## src/rtl/uart_byte_fifo.sv

```systemverilog
// Byte FIFO between a UART receiver and transmitter: edge-detected pushes, a
// three-state read FSM that hands one byte at a time to the transmitter.
// Optional: define UART_FIFO_ERR_DROP_EN to discard bytes received with rx_err=1.
module uart_byte_fifo #(
  parameter int ADDR_W = 4
) (
  input  logic              clk,
  input  logic              rst,
  input  logic              rx_clk,
  input  logic              rx_done,
  input  logic [7:0]        rx_data,
  input  logic              rx_err,
  input  logic              tx_clk,
  input  logic              tx_done,
  input  logic              clr,
  output logic              tx_start,
  output logic [7:0]        tx_data,
  output logic [ADDR_W:0]   count,
  output logic              empty,
  output logic              full,
  output logic              overflow,
  output logic [1:0]        dbg_state
);

  localparam int DEPTH = 1 << ADDR_W;
  localparam logic [ADDR_W:0] DEPTH_CNT = {1'b1, {ADDR_W{1'b0}}};

  // Handshake: tx_start is held from SEND entry until tx_clk && tx_done; the
  // byte on tx_data is loaded once on SEND entry and stays stable meanwhile.
  typedef enum logic [1:0] {
    ST_IDLE = 2'd0,
    ST_SEND = 2'd1,
    ST_GAP  = 2'd2
  } state_t;

  state_t              state_q, state_d;
  logic [ADDR_W-1:0]   wr_ptr_q, wr_ptr_d;
  logic [ADDR_W-1:0]   rd_ptr_q, rd_ptr_d;
  logic [ADDR_W:0]     count_q, count_d;
  logic                overflow_q, overflow_d;
  logic                rx_prev_q, rx_prev_d;
  logic                tx_start_q, tx_start_d;
  logic [7:0]          tx_data_q, tx_data_d;
  logic [7:0]          mem_q [DEPTH];

  logic push_req;
  logic push_cand;
  logic push_ok;
  logic push_drop;
  logic pop;
  logic full_w;

  assign full_w   = (count_q == DEPTH_CNT);
  // Rising edge of rx_done as seen only on rx_clk ticks.
  assign push_req = rx_clk & rx_done & ~rx_prev_q;

`ifdef UART_FIFO_ERR_DROP_EN
  assign push_cand = push_req & ~rx_err;
`else
  assign push_cand = push_req;
`endif

  assign push_ok   = push_cand & ~full_w;
  assign push_drop = push_cand & full_w;
  assign pop       = (state_q == ST_SEND) & tx_start_q & tx_clk & tx_done;

  always_comb begin
    rx_prev_d = rx_prev_q;
    if (rx_clk) begin
      rx_prev_d = rx_done;
    end
  end

  always_comb begin
    state_d    = state_q;
    tx_start_d = tx_start_q;
    tx_data_d  = tx_data_q;
    unique case (state_q)
      ST_IDLE: begin
        if (count_q != '0) begin
          state_d = ST_SEND;
        end
      end
      ST_SEND: begin
        if (pop) begin
          state_d    = ST_GAP;
          tx_start_d = 1'b0;
        end else begin
          tx_start_d = 1'b1;
          if (!tx_start_q) begin
            tx_data_d = mem_q[rd_ptr_q];
          end
        end
      end
      ST_GAP: begin
        // Wait for tx_done to fall so one send yields exactly one pop.
        if (tx_clk && !tx_done) begin
          state_d = ST_IDLE;
        end
      end
      default: begin
        state_d    = ST_IDLE;
        tx_start_d = 1'b0;
      end
    endcase
    if (clr) begin
      state_d    = ST_IDLE;
      tx_start_d = 1'b0;
    end
  end

  always_comb begin
    wr_ptr_d   = wr_ptr_q;
    rd_ptr_d   = rd_ptr_q;
    count_d    = count_q;
    overflow_d = overflow_q | push_drop;
    if (push_ok) begin
      wr_ptr_d = wr_ptr_q + 1'b1;
    end
    if (pop) begin
      rd_ptr_d = rd_ptr_q + 1'b1;
    end
    unique case ({push_ok, pop})
      2'b10:   count_d = count_q + 1'b1;
      2'b01:   count_d = count_q - 1'b1;
      default: count_d = count_q;
    endcase
    if (clr) begin
      wr_ptr_d   = '0;
      rd_ptr_d   = '0;
      count_d    = '0;
      overflow_d = 1'b0;
    end
  end

  always_ff @(posedge clk or posedge rst) begin
    if (rst) begin
      state_q    <= ST_IDLE;
      wr_ptr_q   <= '0;
      rd_ptr_q   <= '0;
      count_q    <= '0;
      overflow_q <= 1'b0;
      rx_prev_q  <= 1'b0;
      tx_start_q <= 1'b0;
      tx_data_q  <= 8'h00;
    end else begin
      state_q    <= state_d;
      wr_ptr_q   <= wr_ptr_d;
      rd_ptr_q   <= rd_ptr_d;
      count_q    <= count_d;
      overflow_q <= overflow_d;
      rx_prev_q  <= rx_prev_d;
      tx_start_q <= tx_start_d;
      tx_data_q  <= tx_data_d;
    end
  end

  // Data array carries no reset so it can map onto RAM.
  always_ff @(posedge clk) begin
    if (push_ok && !clr) begin
      mem_q[wr_ptr_q] <= rx_data;
    end
  end

  assign tx_start  = tx_start_q;
  assign tx_data   = tx_data_q;
  assign count     = count_q;
  assign empty     = (count_q == '0);
  assign full      = full_w;
  assign overflow  = overflow_q;
  assign dbg_state = state_q;

endmodule

```

## config.mk

```make
export PLATFORM = sky130hd
export DESIGN_NAME = uart_byte_fifo
export DESIGN_NICKNAME = d
export VERILOG_FILES = /design/src/rtl/uart_byte_fifo.sv
export SDC_FILE = /design/constraint.sdc
export NUM_CORES = 1
export LEC_CHECK = 0
export ABC_AREA = 1
export CORE_MARGIN = 2
export CORE_UTILIZATION = 55
export DETAILED_ROUTE_END_ITERATION = 10
export PLACE_DENSITY = 0.83
export SLEW_MARGIN = 25
export SYNTH_ARGS = -nofsm -noshare
export SYNTH_HDL_FRONTEND = slang
export SYNTH_SLANG_ARGS = --single-unit
export TNS_END_PERCENT = 20
```

## constraint.sdc

```tcl
create_clock -name clk -period 2.22 [get_ports clk]
set_input_delay 0.333 -clock clk [delete_from_list [all_inputs] [get_ports clk]]
set_output_delay 0.333 -clock clk [all_outputs]
set_load 0.005 [all_outputs]
```

==> metrics.txt, run 1 <==
CTS Sinks=154; switching fraction of total power=26.0%; count of pins over their slew limit=0; Port Buffer Count=33; fill count=749; maximum clock frequency=between 400 and 500 MHz; share of final-layout standard cells stronger than drive strength 1=14.8%; number of unique standard cell types used by synthesis=32; Initial DRC Count=533; number of antenna-violating nets in the routed design=0; number of buffers added by the clock tree synthesis step=17; Clock transition at path regs=0.06 ns; total routing resource utilization after global routing=24.0%; power share of the combinational group=11.3%; startpoint-to-endpoint class of the critical path=reg -> out; endpoint required time on the critical path=1.89 ns; worst supply voltage drop on vdd=534 uV; post-detailed-route DRC marker count=0; element type at the critical path end=primary output; Critical-path top delay cell=sky130_fd_sc_hd__clkdlybuf4s50_1; slowest stage delay, CP=0.50 ns; maximum level of the CTS H-tree=4; time the final worst path needs with I/O delays and setup=around 2.1 ns; share of the clock period used by the worst path after layout=93.6%; remaining global-route overflow=0; placed insts=approximately 730; post-synthesis sequential area ratio=between 60% and 70%; number of cells on the worst reg-to-reg path=12; least setup slack across all paths after layout=0.142 ns; worst slack after detailed placement=0.00749 ns; synthesis warning total=0; post-route non-filler standard cell count=758; critical register-to-register path startpoint=count[0]; clock network fraction of total power=40.2%; worst r2r dst=count[2]; initial antenna violation count=0; Die Span X=113 um; number of vias after detailed routing=4469; maximum number of pins on one net before global-route repair=37; row count=39; total of endpoints with negative setup slack in the final report=0; average cell area after synthesis=11.9 um^2; flops & latches, synth=154; Arr. time, crit path=~1.8 ns; number of global-route vias before repair=4462; CTS tree=built; most common library cell in the layout ignoring fill and taps=sky130_fd_sc_hd__edfxtp_1; Sum Neg Setup Slack=0 ns; Placeable Area=11500 um^2; internal reg-to-reg setup slack=0.31 ns; gate count of the mapped netlist=about 550; crit-path max FO=7; final RePlAce weighted congestion=0.926; cell area after synthesis=6500 um^2; ordered cell list for the critical path=nor2_2 -> nand3_2 -> inv_1 -> clkdlybuf4s50_1; clock latency reported for the late side of the worst-skew pair=0.42 ns; Leak Pwr=about 2.8 nW; maximum clock skew at final layout=0.0102 ns; wire length of the first global-routing pass=about 23 mm; count of instances resized after the clock tree is built=0; number of top-level design ports=35; Antenna Diode Count=0; status=completed; Vias per Instance=5.90; post-CTS repair timing setup buffer count=0; crit-path leading delay family=buffers and inverters; average detailed-routed wire length per instance=19.4 um; Critical Path Start Type=register; area grow syn2layout=18.0%; Detailed Routing Iterations Pass 1=5; most frequent cells in the layout=sky130_fd_sc_hd__edfxtp_1, sky130_fd_sc_hd__nand2_1, sky130_fd_sc_hd__nor2_1; setup repair after global routing missed its margin=no; number of nets in the layout=about 630; power density over cell area=slightly below 900 nW/um^2; Post-Synthesis Net Count=568; Least-Margin Pin Slew=0.618 ns; initial standard-cell utilization of the core=56.7%; area of the die=12700 um^2; CP bufs+invs=2; number of hold violations in the final report=0; clock tree root buffer cell=sky130_fd_sc_hd__clkbuf_16; final wirelength=roughly 15 mm; post-cts hold buffer count=0; max-capacitance violation count=0; switching power summed over all nets=0.00178 W; HPWL after detailed placement=9.41 mm; Longest Clk Path Bufs=2; Worst Hold Class=in -> async; worst rel slew slack=58.7%; die boundary height=113 um; portion of total power attributed to sequential cells=around half; internal power component=0.00507 W
[metrics by stage]
stage / total power (W) / hold WS [ns] / utilization, % / cell area [um^2]
6_report: 0.00685 / 0.277 / 66.8 / 7660
5_1_grt: 0.00708 / 0.317 / 66.8 / 7660
4_1_cts: 0.00686 / 0.275 / 66.8 / 7660
3_5_place_dp: 0.00414 / 0.480 / 61.9 / 7090
3_3_place_gp: 0.00411 / 0.481 / 61.9 / 7090
2_1_floorplan: 0.00375 / 0.373 / - / 6500
[power by group through the flow]
stage | logic (W) | registers [W] | clock network, W
4_1_cts | 0.000775 | 0.00332 | 0.00276
5_1_grt | 0.000845 | 0.00333 | 0.00290
6_report | 0.000773 | 0.00332 | 0.00275
3_5_place_dp | 0.000756 | 0.00338 | 0
3_3_place_gp | 0.000725 | 0.00338 | 0
2_1_floorplan | 0.000377 | 0.00337 | 0
[worst max-delay path by stage]
| stage | end | start | slack [ns] | cells past startpoint |
|---|---|---|---|---|
| 2_1_floorplan | count[4] | count[1] | 0.53 | 15 |
| 3_3_place_gp | count[4] | rx_clk | 0.10 | 14 |
| 3_5_place_dp | count[4] | rx_clk | 0.007 | 14 |
| 4_1_cts | full | count[0] | 0.14 | 4 |
| 5_1_grt | full | count[0] | 0.06 | 4 |
| 6_report | full | count[0] | 0.14 | 4 |
[registers in the layout (all words and copies together), names as in the netlist, 2 cells and up]
name       flops
count          5
dbg_state      2
mem_q        128
rd_ptr_q       4
tx_data        8
wr_ptr_q       4
[cells by family after synthesis]
logic type	count (synthesis)	share of synthesized area, %
buffers and inverters	51	3.47
DFF	154	69.2
xor gates and xnor gates	1	0.135
AOI/OAI and AO/OA	128	11.0
muxes	8	1.23
and+or+nand+nor	196	13.7
adders and majority gates	7	1.35
[synthesized netlist by cell type]
library cell	number	area share, %
sky130_fd_sc_hd__dfrtp_1	26	10
sky130_fd_sc_hd__o22ai_1	16	1.5
sky130_fd_sc_hd__nand2_4	3	0.52
sky130_fd_sc_hd__ha_1	7	1.3
sky130_fd_sc_hd__o311ai_0	1	0.13
sky130_fd_sc_hd__nand3_2	5	0.77
sky130_fd_sc_hd__a211oi_1	1	0.12
sky130_fd_sc_hd__nor2_2	4	0.39
sky130_fd_sc_hd__nand3_1	15	1.2
sky130_fd_sc_hd__o221ai_1	8	1.1
sky130_fd_sc_hd__a21oi_1	18	1.4
sky130_fd_sc_hd__nand2_8	1	0.31
sky130_fd_sc_hd__buf_4	6	0.69
sky130_fd_sc_hd__o21ai_1	14	1.1
sky130_fd_sc_hd__buf_2	7	0.54
sky130_fd_sc_hd__nand2_1	78	4.5
sky130_fd_sc_hd__xnor2_1	1	0.13
sky130_fd_sc_hd__o21bai_2	1	0.17
sky130_fd_sc_hd__clkbuf_2	2	0.15
sky130_fd_sc_hd__clkbuf_1	7	0.40
sky130_fd_sc_hd__mux2i_1	8	1.2
sky130_fd_sc_hd__inv_2	9	0.52
sky130_fd_sc_hd__inv_1	20	1.2
sky130_fd_sc_hd__nor2_4	2	0.35
sky130_fd_sc_hd__nand3b_1	1	0.12
sky130_fd_sc_hd__nand2_2	6	0.58
sky130_fd_sc_hd__nor2_1	77	4.4
sky130_fd_sc_hd__o211ai_1	4	0.46
sky130_fd_sc_hd__nor2_8	1	0.31
sky130_fd_sc_hd__edfxtp_1	128	59
sky130_fd_sc_hd__nor3_1	3	0.23
sky130_fd_sc_hd__o21ai_0	65	5.0
[routing by layer]
layer | part of all wire [%] | routed length, um | global-route usage (%) | up-vias
li1 | - | - | - | 2060
met2 | 51 | 7530 | 40.5 | 193
met5 | 0 | 0 | 0 | -
met4 | 2.4 | 355 | 9.43 | 0
met1 | 40 | 5900 | 30.6 | 2187
met3 | 6.4 | 947 | 5.36 | 29
[cell type report]
class                      instances  area, um^2  area share, %
clock buffer                      17         425           5.55
clock inverter                    15         145           1.89
timing repair buffer              60         533           6.95
inverter                          29         109           1.42
multi-input combinational        340        1780           23.2
sequential                       154        4500           58.7
tap                              143         179           2.33
[tightest hold or removal path, cell delays in order]
cell	delay (ns)
sky130_fd_sc_hd__clkdlybuf4s50_1	0.39
sky130_fd_sc_hd__inv_1	0.05
sky130_fd_sc_hd__buf_4	0.32
Note: power is estimated with default switching activity, not from simulation.
==> run 2: changes to the inputs <==
--- a/config.mk
+++ b/config.mk
@@ -7,9 +7,10 @@
 export LEC_CHECK = 0
 export ABC_AREA = 1
 export CORE_MARGIN = 2
-export CORE_UTILIZATION = 55
+export CORE_UTILIZATION = 54
+export CTS_CLUSTER_SIZE = 24
 export DETAILED_ROUTE_END_ITERATION = 10
-export PLACE_DENSITY = 0.83
+export PLACE_DENSITY = 0.85
 export SLEW_MARGIN = 25
 export SYNTH_ARGS = -nofsm -noshare
 export SYNTH_HDL_FRONTEND = slang
==> constraint.sdc (replaced) <==
create_clock -name clk -period 1.66 [get_ports clk]
set_input_delay 0.249 -clock clk [delete_from_list [all_inputs] [get_ports clk]]
set_output_delay 0.249 -clock clk [all_outputs]
set_load 0.005 [all_outputs]
==> run 2 against run 1 <==
  * The run now ends with setup timing left
  * Register-to-register slack got worse by 0.46 ns
  * Core utilization increased by 4.3 points
  * Combinational power increased by 69%
  * Global-route usage increased by 2.2 points
  * Via count increased by 12%
  * Sequential share of layout area decreased by 5.4 points
  * Cell count increased by 6.3%
  * Power increased by 44%
  * Critical path depth increased by 3
  * Die area increased by 1.8%
  * Hold slack got worse by 0.068 ns
  * First-iteration DRC count increased by 51%
  * Largest cell class unchanged
==> metrics.txt, run 2 (synthesis results as in run 1) <==
total of endpoints with negative setup slack in the final report=109 (was 0); Leak Pwr=3.27 nW (was 2.84 nW); number of antenna-violating nets in the routed design=0 (unchanged); Min Hold Slack=0.210 ns (was 0.277 ns); ordered cell list for the critical path=buf_12 -> o21ai_0 -> o22ai_1 -> o21ai_0 -> o21ai_1 -> nand2_1 -> nand2_1 (was nor2_2 -> nand3_2 -> inv_1 -> clkdlybuf4s50_1); number of global-route vias before repair=4813 (was 4462); Finished Cell Area=8440 um^2 (was 7660 um^2); time the final worst path needs with I/O delays and setup=1.81 ns; die boundary height=114 um (was 113 um); Detailed Routing Iterations Pass 1=7 (was 5); worst r2r dst=tx_data[4] (was count[2]); number of cells on the worst reg-to-reg path=7 (was 12); area grow syn2layout=29.8% (was 18.0%); violations in the final reports=setup timing; maximum number of pins on one net before global-route repair=34 (was 37); share of the clock period used by the worst path after layout=109%; setup repair after global routing missed its margin=yes (was no); row count=40 (was 39); final RePlAce weighted congestion=0.886 (was 0.926); Clock transition at path regs=0.07 ns (was 0.06 ns); number of top-level design ports=35 (unchanged); Arr. time, crit path=2.16 ns (was 1.75 ns); startpoint-to-endpoint class of the critical path=reg -> reg (was reg -> out); number of vias after detailed routing=5019 (was 4469); Critical-path top delay cell=sky130_fd_sc_hd__dfrtp_2 (was sky130_fd_sc_hd__clkdlybuf4s50_1); post-cts hold buffer count=0 (unchanged); clock tree root buffer cell=sky130_fd_sc_hd__clkbuf_16 (unchanged); Power Total=0.00987 W (was 0.00685 W); slowest stage delay, CP=0.48 ns (was 0.50 ns); CTS tree=built (unchanged); CTS Sinks=154 (unchanged); Port Buffer Count=33 (unchanged); wire length of the first global-routing pass=25.2 mm (was 23.2 mm); largest register by flop count=mem_q (unchanged); Cell Area, Placed=7410 um^2 (was 7090 um^2); clock latency reported for the late side of the worst-skew pair=0.43 ns (was 0.42 ns); crit-path max FO=33 (was 7); maximum clock frequency=about 550 MHz; post-detailed-route DRC marker count=0 (unchanged); Critical Path Start Type=register (unchanged); Finished Core Util=71.1% (was 66.8%); maximum level of the CTS H-tree=4 (unchanged); Sum Neg Setup Slack=-5.27 ns (was 0 ns); least setup slack across all paths after layout=-0.145 ns (was 0.142 ns); worst rel slew slack=54.8% (was 58.7%); total routing resource utilization after global routing=26.2% (was 24.0%); Antenna Diode Count=0 (unchanged); power density over cell area=1170 nW/um^2 (was 894 nW/um^2); HPWL after detailed placement=9.86 mm (was 9.41 mm); status=complete, but fails checks (was completed); worst supply voltage drop on vdd=792 uV (was 534 uV); internal reg-to-reg setup slack=-0.15 ns (was 0.31 ns); number of buffers added by the clock tree synthesis step=17 (unchanged); most frequent cells in the layout=sky130_fd_sc_hd__edfxtp_1, sky130_fd_sc_hd__nand2_1, sky130_fd_sc_hd__nor2_1 (unchanged); Worst Hold Class=in -> async (unchanged); count of pins over their slew limit=0 (unchanged); Placeable Area=11900 um^2 (was 11500 um^2); share of final-layout standard cells stronger than drive strength 1=27.0% (was 14.8%); number of nets in the layout=669 (was 625); critical register-to-register path startpoint=rd_ptr_q[0] (was count[0]); final wirelength=18.3 mm (was 14.7 mm); Vias per Instance=6.23 (was 5.90); number of hold violations in the final report=0 (unchanged); Initial DRC Count=803 (was 533); Longest Clk Path Bufs=2 (unchanged); Largest register FFs=128 (unchanged); element type at the critical path end=register (was primary output); most common library cell in the layout ignoring fill and taps=sky130_fd_sc_hd__edfxtp_1 (unchanged); initial antenna violation count=0 (unchanged); average detailed-routed wire length per instance=22.7 um (was 19.4 um); Die Span X=114 um (was 113 um); maximum clock skew at final layout=0.00858 ns (was 0.0102 ns); max-capacitance violation count=0 (unchanged); initial standard-cell utilization of the core=54.8% (was 56.7%); endpoint required time on the critical path=2.02 ns (was 1.89 ns); remaining global-route overflow=0 (unchanged); Least-Margin Pin Slew=0.676 ns (was 0.618 ns); area of the die=12900 um^2 (was 12700 um^2)
-- run 2: cell count changes in the layout (fill, tap and decap cells not counted), sizes merged --
cell           change
dlygate4sd2        +1
buf               +42
clkdlybuf4s15      +2
clkinv             +2
clkinvlp           +1
clkbuf             +3
inv                -6
bufinv             +3
clkdlybuf4s50      -8
dlymetal6s2s       +4
-- run 2: cell type report --
class,instances,area (um^2)
Inverter,29,126
Clock buffer,17,425
Multi-Input combinational cell,340,1980
Tap cell,147,184
Timing Repair Buffer,104,1020
Clock inverter,15,205
Fill cell,698,3420
Sequential cell,154,4500
-- run 2: timing repair --
item | CTS | global route
endpoints found under the setup margin | 15 | 150
pin swaps | 5 | 13
setup buffers | 3 | 6
cloned | 0 | 2
gates resized for setup | 20 | 76
-- run 2: worst max path at each step --
| stage | endpoint | from |
|---|---|---|
| 2_1_floorplan | count[4] | count[1] |
| 3_3_place_gp | count[4] | rx_clk |
| 3_5_place_dp | count[4] | rx_clk |
| 4_1_cts | count[4] | count[0] |
| 5_1_grt | rd_ptr_q[3] | dbg_state[1] |
| 6_report | tx_data[4] | rd_ptr_q[0] |
-- run 2: critical path, delay by kind of cell, from the launching register on --
kind | cells | cell delay [ns]
AO/OA/AOI/OAI | 4 | 0.83
buffers and inverters | 1 | 0.22
flip-flops | 1 | 0.48
AND/OR/NAND/NOR | 2 | 0.21
-- run 2: report_power, final --
group | internal (W) | total [W] | leakage, nW | switching, W
registers | 0.00433 | 0.00444 | 1.49 | 0.000112
clock network | 0.00243 | 0.00411 | 0.302 | 0.00169
logic | 0.000568 | 0.00131 | 1.47 | 0.000743
-- run 2: per-stage QoR --
| stage | setup slack [ns] | std cells |
|---|---|---|
| after detailed placement | -0.417 | 763 |
| after global placement | -0.364 | 763 |
| after CTS | -0.0924 | 798 |
| after global routing | -0.231 | 806 |
| after floorplan | -0.0270 | 545 |
| final | -0.145 | 806 |
-- run 2: layer usage --
layer	up-vias	track usage [%]	share of wire (%)
met3	89	6.22	9.3
li1	2148	-	-
met1	2403	31.8	36
met5	-	0	0
met4	0	14.6	5.5
met2	379	43.4	49
